## src/rtl/b_counter_pkg.sv

```systemverilog
// Shared definitions for the lab's binary counter/timer blocks:
// state encoding, count width and default prescaler width.
package b_counter_pkg;

    localparam int COUNT_W           = 4;
    localparam int DEFAULT_DIV_WIDTH = 26;

    typedef enum logic [1:0] {
        IDLE  = 2'd0,
        RUN   = 2'd1,
        PAUSE = 2'd2,
        DONE  = 2'd3
    } state_t;

endpackage

```

## src/rtl/b_prescaler.sv

```systemverilog
// Free-running prescaler that produces a one-cycle tick every 2^DIV_WIDTH
// enabled cycles; clr wins over en so callers can restart the period.
module b_prescaler
    import b_counter_pkg::*;
#(
    parameter int DIV_WIDTH = DEFAULT_DIV_WIDTH
) (
    input  logic clk,
    input  logic reset,
    input  logic en,
    input  logic clr,
    output logic tick
);

    logic [DIV_WIDTH-1:0] div_q;
    logic [DIV_WIDTH-1:0] div_d;

    always_comb begin
        div_d = div_q;
        if (clr) begin
            div_d = '0;
        end else if (en) begin
            div_d = div_q + DIV_WIDTH'(1);
        end
    end

    always_ff @(posedge clk or negedge reset) begin
        if (!reset) begin
            div_q <= '0;
        end else begin
            div_q <= div_d;
        end
    end

    assign tick = en & (&div_q);

endmodule

```

## src/rtl/b_4bit_bin_downcounter.sv

```systemverilog
// Programmable 4-bit down counter/timer with one-shot or auto-reload
// behaviour, paced by an internal prescaler instead of a derived clock.
module b_4bit_bin_downcounter
    import b_counter_pkg::*;
#(
    parameter int DIV_WIDTH = DEFAULT_DIV_WIDTH
) (
    input  logic               clk,
    input  logic               reset,
    input  logic               load,
    input  logic [COUNT_W-1:0] load_val,
    input  logic               start,
    input  logic               stop,
    input  logic               reload_en,
    output logic [COUNT_W-1:0] count,
    output logic               tc,
    output logic               busy,
    output logic               done
);

    state_t             state_q, state_d;
    logic [COUNT_W-1:0] count_q, count_d;
    logic [COUNT_W-1:0] reload_q, reload_d;
    logic               tc_q, tc_d;
    logic               pre_clr;
    logic               tick;

    b_prescaler #(
        .DIV_WIDTH(DIV_WIDTH)
    ) u_prescaler (
        .clk  (clk),
        .reset(reset),
        .en   (state_q == RUN),
        .clr  (pre_clr),
        .tick (tick)
    );

    // load overrides everything, including a tc due in the same cycle
    always_comb begin
        state_d  = state_q;
        count_d  = count_q;
        reload_d = reload_q;
        tc_d     = 1'b0;
        pre_clr  = 1'b0;

        if (load) begin
            count_d  = load_val;
            reload_d = load_val;
            pre_clr  = 1'b1;
            state_d  = IDLE;
        end else begin
            if (tick) begin
                if (count_q > COUNT_W'(1)) begin
                    count_d = count_q - COUNT_W'(1);
                end else if (count_q == COUNT_W'(1)) begin
                    count_d = '0;
                    tc_d    = 1'b1;
                    if (!reload_en) begin
                        state_d = DONE;
                    end
                end else begin
                    count_d = reload_q;
                end
            end

            if (stop) begin
                if (state_q == RUN) begin
                    state_d = PAUSE;
                end
            end else if (start) begin
                case (state_q)
                    IDLE: begin
                        if (count_q != '0) begin
                            pre_clr = 1'b1;
                            state_d = RUN;
                        end else begin
                            state_d = DONE;
                        end
                    end
                    PAUSE: state_d = RUN;
                    DONE: begin
                        if (reload_q != '0) begin
                            count_d = reload_q;
                            pre_clr = 1'b1;
                            state_d = RUN;
                        end
                    end
                    default: ;
                endcase
            end
        end
    end

    always_ff @(posedge clk or negedge reset) begin
        if (!reset) begin
            state_q  <= IDLE;
            count_q  <= '0;
            reload_q <= '0;
            tc_q     <= 1'b0;
        end else begin
            state_q  <= state_d;
            count_q  <= count_d;
            reload_q <= reload_d;
            tc_q     <= tc_d;
        end
    end

    assign count = count_q;
    assign tc    = tc_q;
    assign busy  = (state_q == RUN);
    assign done  = (state_q == DONE);

endmodule

```

## config.mk

```make
export PLATFORM = sky130hd
export DESIGN_NAME = b_4bit_bin_downcounter
export DESIGN_NICKNAME = d
export VERILOG_FILES = /design/src/rtl/b_counter_pkg.sv /design/src/rtl/b_prescaler.sv /design/src/rtl/b_4bit_bin_downcounter.sv
export SDC_FILE = /design/constraint.sdc
export NUM_CORES = 1
export LEC_CHECK = 0
export ABC_CLOCK_PERIOD_IN_PS = 1800
export BUFFER_PORTS_ARGS = -buffer_cell sky130_fd_sc_hd__buf_2
export CORE_ASPECT_RATIO = 1.75
export CORE_MARGIN = 2
export CORE_UTILIZATION = 50
export CTS_CLUSTER_SIZE = 20
export DETAILED_ROUTE_END_ITERATION = 16
export PLACE_DENSITY_LB_ADDON = 0.05
export SKIP_CTS_REPAIR_TIMING = 1
export SYNTH_ARGS = -nofsm -noshare
export SYNTH_HDL_FRONTEND = slang
export SYNTH_SLANG_ARGS = --single-unit
```

## constraint.sdc

```tcl
create_clock -name clk -period 1.8 [get_ports clk]
set_input_delay 0.36 -clock clk [delete_from_list [all_inputs] [get_ports clk]]
set_output_delay 0.36 -clock clk [all_outputs]
set_load 0.1 [all_outputs]
```

# After elaboration in Yosys (flattened, before gate mapping)
# Index checks and enable logic that the tools add are counted.
[totals]
input_bits = 10
output_inout_bits = 7
elab_cells = 49
reg_bits = 37
[classes]
n_mux = 31
addsub = 2
eq_ne = 4
n_bitwise = 1
n_reduce_logical = 5
n_lt_le_gt_ge = 1
[ops]
columns = ["operator", "n"]
rows = [
  ["26-bit two-way mux", 2],
  ["4-bit two-way mux", 8],
  ["26-bit by 1-bit adder with 26-bit output (second input constant)", 1],
  ["26-bit AND reduction", 1],
  ["2-bit two-way mux", 10],
  ["1-bit two-way mux", 9],
  ["4-bit nonzero test", 2],
  ["2-bit case mux with 3 select lines", 1],
  ["2-bit == test (second input constant)", 2],
  ["4-bit by 1-bit == test with 1-bit output (second input constant)", 1],
  ["4-bit by 1-bit greater-than comparator with 1-bit output (second input constant)", 1],
  ["4-bit by 1-bit subtractor with 4-bit output (second input constant)", 1],
  ["2-bit by 1-bit == test with 1-bit output (second input constant)", 1],
  ["2-bit zero test", 1],
  ["1-bit case mux with 2 select lines", 1],
  ["2-bit nonzero test", 1],
  ["1-bit bitwise AND", 1],
]

# Longest topological paths before layout
# Gate-level depths: netlist of run 1.
[depth]
ltp_word = 9
ltp_mapped = 8
depth_no_buf = 7

# Cells and area by module
# Synthesis of run 1 repeated with hierarchy kept, for this count alone.
[hier_totals]
hier_cells = 233
area_unflattened_um2 = 2192.1
[modules_own_cells]
columns = ["mod", "cells_per_inst", "area_per_inst_um2", "seq_area_each_um2", "n_inst"]
rows = [
  ["b_prescaler", 143, 1385.1, 650.6, 1],
  ["b_4bit_bin_downcounter", 90, 807.0, 275.3, 1],
]

# Worst setup path before layout of run 1
# OpenSTA, ideal clock, no wires.
[synth_timing]
path_type = "register -> register"
from = "reg state_q[1]"
to = "reg count_q[2] (netlist: count[2])"
arrival_time_ns = 2.547
t_required_ns = 1.674
path_slack_ns = -0.873
path_stages_with_launch = 9
period_less_slack_ns = 2.673
setup_time_ns = 0.126
path_buffers = 1
path_cell_list = "dfrtp_1 -> inv_1 -> ha_1 -> buf_4 -> nand4_2 -> nor4_2 -> nor4b_2 -> mux2i_1 -> o2bb2ai_1"
[synth_via]
elab_chain_len = 8
elab_cells_between_ends = 9
cone_classes = "eq/ne: 2; mux: 6; bitwise: 1"
[synth_rtl]
columns = ["element", "line", "source"]
rows = [
  ["from (decl)", "b_4bit_bin_downcounter.sv:21", "state_t state_q, state_d;"],
  ["from (signal assigned)", "b_4bit_bin_downcounter.sv:101", "state_q <= state_d;"],
  ["2-bit by 1-bit == test with 1-bit output *", "--", ""],
  ["net busy", "b_4bit_bin_downcounter.sv:17", "output logic busy,"],
  ["1-bit bitwise AND *", "b_prescaler.sv:35", "assign tick = en & (&div_q);"],
  ["4-bit two-way mux *", "b_4bit_bin_downcounter.sv:52", "if (tick) begin"],
  ["4-bit two-way mux", "b_4bit_bin_downcounter.sv:82", "if (reload_q != '0) begin"],
  ["4-bit two-way mux", "b_4bit_bin_downcounter.sv:71", "case (state_q)"],
  ["4-bit two-way mux", "b_4bit_bin_downcounter.sv:70", "end else if (start) begin"],
  ["4-bit two-way mux *", "b_4bit_bin_downcounter.sv:66", "if (stop) begin"],
  ["4-bit two-way mux *", "b_4bit_bin_downcounter.sv:46", "if (load) begin"],
  ["net count_d[2]", "b_4bit_bin_downcounter.sv:22", "logic [COUNT_W-1:0] count_q, count_d;"],
  ["to (signal assigned)", "b_4bit_bin_downcounter.sv:102", "count_q <= count_d;"],
  ["to (decl)", "b_4bit_bin_downcounter.sv:22", ""],
]
# Mark *: on every way through the listed nets, which the timed path passes. The rest lies on a longest branch.
# A chain may end at the register's enable or synchronous reset.

# Worst setup path in the final report of run 1
[layout_timing]
from = "reg state_q[1]"
to = "reg u_prescaler.div_q[23]"
[layout_via]
elab_chain_len = 6
elab_cells_between_ends = 9
cone_classes = "eq/ne: 2; mux: 5; reduce/logical: 2"
[layout_rtl]
columns = ["element", "line", "source"]
rows = [
  ["2-bit == test / 2-bit zero test (equally long branches)", "b_4bit_bin_downcounter.sv:71", ""],
  ["1-bit case mux with 2 select lines", "b_4bit_bin_downcounter.sv:71", ""],
  ["1-bit two-way mux", "b_4bit_bin_downcounter.sv:70", ""],
  ["1-bit two-way mux", "b_4bit_bin_downcounter.sv:66", ""],
  ["1-bit two-way mux", "b_4bit_bin_downcounter.sv:46", ""],
  ["26-bit two-way mux / 2-bit nonzero test (equally long branches)", "--", ""],
  ["to (signal assigned)", "b_prescaler.sv:31", "div_q <= div_d;"],
  ["to (decl)", "b_prescaler.sv:15", "logic [DIV_WIDTH-1:0] div_q;"],
]
# Several ways; a longest one is shown, not always the timed one.

==> flow_metrics.py, run 1 <==
metrics = {
    "place": {
        "placed_cell_area_um2": 2430,
        "port-buffer-count": 16,
        "dp_hpwl_um": 3530,
        "dpl_worst_slack_ps": -42.7,
        "gp_congestion": 0.831,
    },
    "power": {
        "intPower_mw": 1.28,
        "ir_drop_mv": 0.534,
        "switchingPower_uw": 587,
        "power_frac_seq": 0.478,
        "p_clk_frac": 0.310,
        "power_density_nw_per_um2": 660,
        "leakage_nw": 1.25,
        "power_mw": 1.87,
        "p_sw_frac": 0.315,
        "combPwrFrac": 0.212,
    },
    "synth": {
        "avgSynthCellArea_um2": 9.76,
        "ys_ff_latch": 37,
        "synth_compound_area_frac": 0.0871,
        "seq_area_frac_synth": 0.435,
        "yosys-mux-area-fraction": 0.0241,
        "ys_warn_count": 0,
        "synthSimpleGateAreaFrac": 0.276,
        "syn_area_um2": 2130,
        "yosys_most_used_dff": "dfrtp_1",
        "synth_xor_area_frac": 0.0906,
        "synth_top_family_by_area": "simple AND/OR/NAND/NOR gates",
        "synthDistinctLibCells": 49,
        "synth_edf_count": 0,
        "synth-adder-area-share": 0.0471,
        "synthArstFlopShare": 1.00,
        "synth_nets": 236,
        "netlist_instances": 218,
    },
    "critical_path": {
        "reg2reg_slack_ps": -20,
        "cp-start-kind": "flop",
        "crit_type": "reg2reg",
        "cp_max_fo": 5,
        "worst-r2r-cell-count": 8,
        "critical_path.top_delay_family": "simple AND/OR/NAND/NOR gates",
        "r2r-start": "state_q[1]$_DFF_PN0_",
        "cpPeakStageDelay_ps": 410,
        "worstSetupEndpointType": "flop",
        "worstPathArrival_ps": 2010,
        "worst_path_max_delay_cell": "dfrtp_1",
        "cp_cell_sequence": "inv_2, ha_4, nand4_1, nor2_8, buf_4, nand4b_1, xor2_1, nor2_4",
        "crit_buf_inv": 2,
        "worstPathRequired_ps": 1990,
        "reg2reg_to": "u_prescaler.div_q[23]$_DFFE_PN0P_",
    },
    "layout": {
        "area_delta_synth_final_pct": 32.8,
        "drive_gt1_frac": 0.401,
        "diodes": 0,
        "utilization": 0.687,
        "nets": 279,
        "fin_area_um2": 2830,
    },
    "run_status": {
        "status": "finished with violations",
        "failed_checks": "negative setup slack",
    },
    "timing": {
        "maxClockFrequency_mhz": 549,
        "fin_hold_ws_ps": 103,
        "setup_viol": 6,
        "fin_skew_ps": 6.37,
        "tightest_slew_ps": 483,
        "final-max-slew-violation-count": 0,
        "slew_headroom": 0.678,
        "rsz0062_at_grt": "true",
        "hold_viol": 0,
        "post-route-min-period_ps": 1820,
        "period_share": 1.01,
        "timing.final.ws_setup_ps": -22.6,
    },
    "cts": {
        "clk_path_buf_depth": 2,
        "cts_inserted_buffers": 5,
        "cts-root-buf": "clkbuf_8",
        "cts_tree": "yes",
        "cts_max_level": 2,
        "cts_sinks": 37,
        "clkTransAtPathRegs_ps": 80,
        "clk_latency_ps": 290,
    },
    "routing": {
        "ant_nets": 0,
        "wl_per_cell_um": 17.0,
        "dr.pass1.iters": 4,
        "dr.first_iter.drc_count": 35,
        "drc": 0,
        "via_per_inst": 5.69,
        "vias": 1769,
        "routed_wl_um": 5280,
    },
    "floorplanning": {
        "die_x_um": 53.3,
        "start_util": 0.517,
        "io_pins": 17,
        "die_area_um2": 4810,
        "rows": 31,
        "chipHeight_um": 90.3,
        "core_area_um2": 4110,
    },
    "global_route": {
        "grt_pass1_wl_um": 8050,
        "grt_remaining_overflow": 0,
        "track_usage": 0.223,
        "grt_max_degree": 38,
        "grt_pass1_vias": 1803,
        "antenna_found_initial": 0,
    },
    "min_path": {
        "hold_class": "in2async",
    },
    "job": {
        "drv_cap": 0,
    },
}
cells in the final DEF (no fill, tap or decap), types with 3 or more instances in the layout:
| cell type | netlist | routed |
|---|---|---|
| xor2_1 | 17 | 16 |
| buf_2 | 2 | 14 |
| dfrtp_2 | 0 | 3 |
| clkbuf_8 | 0 | 5 |
| nor2_1 | 32 | 12 |
| a21oi_1 | 8 | 5 |
| nor2_4 | 0 | 9 |
| ha_1 | 8 | 4 |
| nand3_1 | 8 | 6 |
| nor2_2 | 0 | 11 |
| xnor2_1 | 5 | 5 |
| buf_4 | 2 | 23 |
| mux2i_1 | 4 | 4 |
| inv_1 | 13 | 10 |
| nand2_1 | 16 | 16 |
| dfrtp_1 | 37 | 32 |
| and4_1 | 5 | 4 |
| a21oi_2 | 0 | 3 |
| o21ai_0 | 4 | 4 |
| and3_1 | 5 | 5 |
| nand4_1 | 9 | 9 |
stage by stage:
stage | TNS (ps) | instances
finish | -76.7 | 311
floorplan | -2830 | 218
detailed placement | -80.4 | 289
global route | -1290 | 311
CTS | -279 | 297
global placement | 0 | 289
how the worst max path moves through the flow:
stage / from / end / slack [ps] / depth (start not counted)
floorplan: state_q[1]$_DFF_PN0_ / u_prescaler.div_q[25]$_DFFE_PN0P_ / -240 / 8
global placement: count[0]$_DFF_PN0_ / u_prescaler.div_q[25]$_DFFE_PN0P_ / 30 / 7
detailed placement: state_q[1]$_DFF_PN0_ / count[0]$_DFF_PN0_ / -40 / 7
CTS: state_q[1]$_DFF_PN0_ / count[0]$_DFF_PN0_ / -50 / 7
global route: state_q[1]$_DFF_PN0_ / u_prescaler.div_q[23]$_DFFE_PN0P_ / -90 / 8
finish: state_q[1]$_DFF_PN0_ / u_prescaler.div_q[23]$_DFFE_PN0P_ / -20 / 8
flip-flops by register name (all words and copies together) (netlist names):
name / count
reload_q: 4
u_prescaler.div_q: 26
tc: 1
count: 4
state_q: 2
area by class of cell:
class                           instances  area, µm²
Multi-Input combinational cell        161       1340
Clock inverter                          2       10.0
Fill cell                             330       1290
Sequential cell                        37        937
Timing Repair Buffer                   43        352
Tap cell                               49       61.3
Inverter                               13       53.8
Clock buffer                            6       72.6
cells in the mapped netlist (2+ instances only):
cell / n / area (µm²)
a21oi_1: 8 / 40.0
a22oi_1: 2 / 15.0
a31oi_1: 2 / 12.5
and3_1: 5 / 31.3
and4_1: 5 / 43.8
buf_2: 2 / 10.0
buf_4: 2 / 15.0
clkbuf_1: 3 / 11.3
dfrtp_1: 37 / 926
ha_1: 8 / 100
inv_1: 13 / 48.8
mux2i_1: 4 / 40.0
nand2_1: 16 / 60.1
nand2b_1: 2 / 12.5
nand3_1: 8 / 40.0
nand4_1: 9 / 56.3
nor2_1: 32 / 120
nor4_2: 2 / 25.0
o21ai_0: 4 / 20.0
o22ai_1: 3 / 18.8
o2bb2ai_1: 2 / 17.5
or3_1: 2 / 12.5
xnor2_1: 5 / 43.8
xor2_1: 17 / 149
layer usage:
layer | wire length, µm | GRT usage
met5 | 0 | 0
met4 | 114 | 0.0897
met3 | 131 | 0.0414
met2 | 3060 | 0.405
met1 | 1970 | 0.235
cell families (layout without fill, tap and decap cells):
group / Yosys count / count (layout)
mux: 5 / 5
buf+inv: 20 / 64
flops: 37 / 37
simple gates: 98 / 98
xor+xnor: 22 / 22
compound gates: 28 / 28
fa+ha+maj: 8 / 8
power groups by stage:
stage / logic (mW) / clock network, mW / registers [mW]
after CTS: 0.320 / 0.582 / 0.894
final: 0.395 / 0.578 / 0.892
after global routing: 0.427 / 0.620 / 0.896
after floorplan: 0.166 / 0 / 0.965
after detailed placement: 0.318 / 0 / 0.911
after global placement: 0.312 / 0 / 0.908
worst register-to-register path, stage by stage, from the launching register on:
cell and delay [ps]:
dfrtp_1 410, inv_2 100, ha_4 160, nand4_1 250, nor2_8 220, buf_4 140, nand4b_1 140, xor2_1 270
nor2_4 40
Power figures use the tool's default switching activity.
==> run 2: changes to the inputs <==
Settings changed: ABC_CLOCK_PERIOD_IN_PS 1800 to 2100.
Clock period 1.8 ns to 2.1 ns, I/O delays scaled along.
==> run 2 against run 1 <==
  * The run now ends clean
  * Combinational power is 34% lower
  * Wire length shrank 12%
  * Sequential share of layout area rose by 4.8 points
  * Via count shrank 7.0%
  * Critical path type unchanged
  * Critical endpoint is now count[2]$_DFF_PN0_
  * Largest cell class unchanged
  * Highest routed layer unchanged
==> flow_metrics.py, run 2 (synthesis results as in run 1) <==
metrics = {
    "timing": {
        "post-route-min-period_ps": 1950,
        "fin_hold_ws_ps": 18.7,
        "rsz0062_at_grt": "false",
        "period_share": 0.929,
        "fin_skew_ps": 8.39,
        "tightest_slew_ps": 488,
        "maxClockFrequency_mhz": 513,
        "tns_ps": 0,
        "final-max-slew-violation-count": 0,
        "setup_viol": 0,
        "slew_headroom": 0.677,
        "hold_viol": 0,
    },
    "cts": {
        "clkTransAtPathRegs_ps": 80,
        "clk_path_buf_depth": 2,
        "cts_sinks": 37,
        "cts_inserted_buffers": 5,
        "cts_tree": "yes",
        "clk_latency_ps": 300,
        "cts_max_level": 2,
        "cts-root-buf": "clkbuf_8",
    },
    "critical_path": {
        "worstSetupEndpointType": "flop",
        "r2r-start": "state_q[1]$_DFF_PN0_",
        "critical_path.top_delay_family": "simple AND/OR/NAND/NOR gates",
        "cp_max_fo": 9,
        "worst_path_max_delay_cell": "dfrtp_1",
        "cpPeakStageDelay_ps": 420,
        "worstPathArrival_ps": 2120,
        "cp_cell_sequence": "inv_1, ha_4, nand4_2, nor4_4, nor4b_4, mux2i_1, o2bb2ai_1",
        "cp_num_cells": 7,
        "worstPathRequired_ps": 2270,
        "worst-r2r-cell-count": 7,
        "reg2reg_slack_ps": 150,
        "crit_type": "reg2reg",
        "reg2reg_to": "count[2]$_DFF_PN0_",
        "cp-start-kind": "flop",
        "crit_buf_inv": 1,
    },
    "global_route": {
        "antenna_found_initial": 0,
        "grt_pass1_vias": 1731,
        "track_usage": 0.217,
        "grt_remaining_overflow": 0,
        "grt_pass1_wl_um": 7780,
        "grt_max_degree": 27,
    },
    "routing": {
        "dr.first_iter.drc_count": 39,
        "ant_nets": 0,
        "via_per_inst": 5.67,
        "drc": 0,
        "vias": 1645,
        "routed_wl_um": 4630,
        "dr.pass1.iters": 4,
        "wl_per_cell_um": 16.0,
    },
    "layout": {
        "nets": 258,
        "final_common_cell": "dfrtp_1",
        "drive_gt1_frac": 0.195,
        "largest_reg_flops": 26,
        "n_fill_cell": 388,
        "layout_common_cells": "dfrtp_1, nor2_1, xor2_1",
        "area_delta_synth_final_pct": 15.7,
        "largest-register": "u_prescaler.div_q",
        "fin_area_um2": 2460,
        "diodes": 0,
        "multiInputGateArea_um2": 1160,
        "register_area_um2": 933,
    },
    "place": {
        "dp_hpwl_um": 3510,
        "port-buffer-count": 16,
        "placed_cell_area_um2": 2320,
        "gp_congestion": 0.913,
    },
    "power": {
        "switchingPower_uw": 482,
        "p_sw_frac": 0.286,
        "combPwrFrac": 0.153,
        "power_mw": 1.68,
        "p_clk_frac": 0.394,
        "intPower_mw": 1.20,
        "power_density_nw_per_um2": 685,
        "leakage_nw": 1.14,
        "ir_drop_mv": 0.464,
        "power_frac_seq": 0.453,
    },
    "floorplanning": {
        "io_pins": 17,
        "die_x_um": 53.3,
        "start_util": 0.517,
        "chipHeight_um": 90.3,
        "die_area_um2": 4810,
        "rows": 31,
        "core_area_um2": 4110,
    },
    "job": {
        "drv_cap": 0,
    },
    "run_status": {
        "status": "completed",
    },
    "min_path": {
        "hold_class": "in2async",
    },
}
run 2: worst max path at each step:
stage / end / slack (ps) / start
after floorplan: count[2]$_DFF_PN0_ / 4 / state_q[1]$_DFF_PN0_
after global placement: state_q[1]$_DFF_PN0_ / 220 / count[0]$_DFF_PN0_
after detailed placement: count[0]$_DFF_PN0_ / 90 / state_q[1]$_DFF_PN0_
after CTS: count[0]$_DFF_PN0_ / 70 / state_q[1]$_DFF_PN0_
after global routing: count[0]$_DFF_PN0_ / 3 / state_q[1]$_DFF_PN0_
final: count[2]$_DFF_PN0_ / 150 / state_q[1]$_DFF_PN0_
run 2: power groups by stage:
stage / registers (mW) / logic [mW] / clock network (mW)
final: 0.762 / 0.259 / 0.664
after global routing: 0.767 / 0.279 / 0.710
after CTS: 0.761 / 0.257 / 0.673
after detailed placement: 0.776 / 0.255 / 0
after global placement: 0.774 / 0.249 / 0
after floorplan: 0.823 / 0.131 / 0
run 2: area by class of cell:
cell class                 instances  area share
multi-input combinational        161       0.471
sequential                        37       0.379
timing repair buffer              22      0.0559
clock buffer                       6      0.0336
tap                               49      0.0249
inverter                          13      0.0198
clock inverter                     2      0.0153
run 2: worst register-to-register path: cells and delay by family, from the launching register on:
family          cells  cell delay, ps
simple gates        3             770
flops               1             420
fa+ha+maj           1             210
mux                 1             210
buf+inv             1             150
compound gates      1              70
run 2: through the flow:
step | instances | util | setup WS, ps
finish | 290 | 0.599 | 149
global route | 290 | 0.599 | 3.49
CTS | 290 | 0.594 | 73.6
detailed placement | 282 | 0.565 | 90.5
global placement | 282 | 0.565 | 217
floorplan | 218 | - | 4.00
run 2: metal layers:
layer / GRT usage / part of all wire
met5: 0 / 0
met1: 0.233 / 0.38
met3: 0.0414 / 0.023
met4: 0.0769 / 0.020
met2: 0.396 / 0.57
==> run 3: changes to the inputs <==
--- a/constraint.sdc
+++ b/constraint.sdc
@@ -3,2 +3,2 @@
 set_output_delay 0.42 -clock clk [all_outputs]
-set_load 0.1 [all_outputs]
+set_load 0.01 [all_outputs]
==> run 3 against run 2 <==
  * Worst hold slack gained 220 ps
  * Cell count up 0.69%
  * Clock skew barely moved
  * Maximum frequency is 0.59% lower
  * Critical endpoint unchanged
  * Combinational power fell by 27%
  * Global-route usage fell by 0.23 points
  * Via count up 1.5%
  * Count of clock-buffer cells in the layout unchanged
  * Critical path depth unchanged
  * Die area unchanged
  * Power is 16% lower
  * Non-clock buffer count is 2 higher
==> flow_metrics.py, run 3 (synthesis results as in run 1) <==
metrics = {
    "run_status": {
        "status": "completed",
    },
    "layout": {
        "register_area_um2": 926,
        "drive_gt1_frac": 0.185,
        "diodes": 0,
        "n_fill_cell": 385,
        "utilization": 0.587,
        "layout_common_cells": "dfrtp_1, nor2_1, xor2_1",
        "largest_reg_flops": 26,
        "largest-register": "u_prescaler.div_q",
        "final_common_cell": "dfrtp_1",
        "area_delta_synth_final_pct": 13.4,
        "nets": 260,
        "multiInputGateArea_um2": 1140,
    },
    "timing": {
        "tightest_slew_ps": 838,
        "rsz0062_at_grt": "false",
        "hold_viol": 0,
        "post-route-min-period_ps": 1960,
        "timing.final.ws_setup_ps": 137,
        "slew_headroom": 0.441,
        "maxClockFrequency_mhz": 509,
        "final-max-slew-violation-count": 0,
        "tns_ps": 0,
        "fin_skew_ps": 8.23,
        "setup_viol": 0,
        "period_share": 0.935,
    },
    "floorplanning": {
        "core_area_um2": 4110,
        "io_pins": 17,
        "start_util": 0.517,
        "die_area_um2": 4810,
        "chipHeight_um": 90.3,
        "rows": 31,
        "die_x_um": 53.3,
    },
    "job": {
        "drv_cap": 0,
    },
    "cts": {
        "cts_inserted_buffers": 5,
        "clkTransAtPathRegs_ps": 80,
        "cts_max_level": 2,
        "clk_path_buf_depth": 2,
        "clk_latency_ps": 280,
        "cts_tree": "yes",
        "cts_sinks": 37,
        "cts-root-buf": "clkbuf_8",
    },
    "global_route": {
        "grt_max_degree": 38,
        "antenna_found_initial": 0,
        "grt_pass1_wl_um": 7820,
        "track_usage": 0.215,
        "grt_pass1_vias": 1739,
        "grt_remaining_overflow": 0,
    },
    "routing": {
        "wl_per_cell_um": 15.9,
        "ant_nets": 0,
        "drc": 0,
        "routed_wl_um": 4640,
        "via_per_inst": 5.72,
        "dr.pass1.iters": 4,
        "dr.first_iter.drc_count": 14,
        "vias": 1669,
    },
    "critical_path": {
        "worstPathArrival_ps": 2130,
        "worstPathRequired_ps": 2270,
        "cp_max_fo": 6,
        "crit_type": "reg2reg",
        "worstSetupEndpointType": "flop",
        "cp-start-kind": "flop",
    },
    "place": {
        "dpl_worst_slack_ps": 62.5,
        "gp_congestion": 0.874,
        "dp_hpwl_um": 3500,
        "port-buffer-count": 16,
    },
    "min_path": {
        "hold_class": "in2async",
    },
    "power": {
        "leakage_nw": 1.14,
        "power_mw": 1.42,
        "ir_drop_mv": 0.465,
        "power_density_nw_per_um2": 590,
    },
}
[run 3: cell count changes in the layout (fill, tap and decap cells not counted)]
| cell | previous run | this run |
|---|---|---|
| buf_4 | 5 | 7 |
| bufinv_16 | 1 | 0 |
| clkbuf_1 | 0 | 1 |
| clkbuf_8 | 6 | 5 |
| clkinv_2 | 0 | 2 |
| clkinvlp_4 | 1 | 0 |
| dfrtp_1 | 35 | 37 |
| dfrtp_4 | 2 | 0 |
| ha_1 | 6 | 7 |
| ha_4 | 1 | 0 |
| nor3b_2 | 0 | 1 |
| nor3b_4 | 1 | 0 |
[run 3: area by class of cell]
type                            instances  share of cell area
Sequential cell                        37               0.384
Tap cell                               49              0.0254
Clock inverter                          2             0.00415
Clock buffer                            6              0.0301
Inverter                               13              0.0202
Timing Repair Buffer                   24              0.0633
Multi-Input combinational cell        161               0.473
[run 3: path summary, 6_finish.rpt]
kind                                                endpoint  cells after the start                              start  slack (ps)
max                                       count[2]$_DFF_PN0_                      7               state_q[1]$_DFF_PN0_         140
min                         u_prescaler.div_q[7]$_DFFE_PN0P_                      1                              reset         240
max reg2reg                               count[2]$_DFF_PN0_                      7               state_q[1]$_DFF_PN0_         140
min reg2reg                u_prescaler.div_q[19]$_DFFE_PN0P_                      2  u_prescaler.div_q[19]$_DFFE_PN0P_         550
max in group asynchronous  u_prescaler.div_q[18]$_DFFE_PN0P_                      1                              reset        1330
min in group clk                     reload_q[0]$_DFFE_PN0P_                      3                        load_val[0]         360
[run 3: critical path, stage by stage, from the launching register on]
cell and delay (ps):
dfrtp_1 420, inv_1 120, ha_2 250, nand4_2 170, nor4_4 310, nor4b_4 280, mux2i_1 230, o2bb2ai_1 70
[run 3: routing by layer]
layer  up-vias  track usage  part of all wire
met5         -            0                 0
met4         0       0.0791             0.020
met3        10       0.0381             0.022
met2        31        0.389              0.57
met1       818        0.233              0.39
li1        810            -                 -
[run 3: power by group]
part	internal (mW)	switching [mW]
sequential	0.732	0.0293
combinational	0.0784	0.111
clock	0.230	0.242
total	1.04	0.383
[run 3: stage by stage]
stage                     cells  hold WS (ps)  area, µm²
after floorplan             218           124       2130
after global placement      282           514       2290
after detailed placement    282           537       2290
after CTS                   290           268       2370
after global routing        292           310       2410
final                       292           240       2410
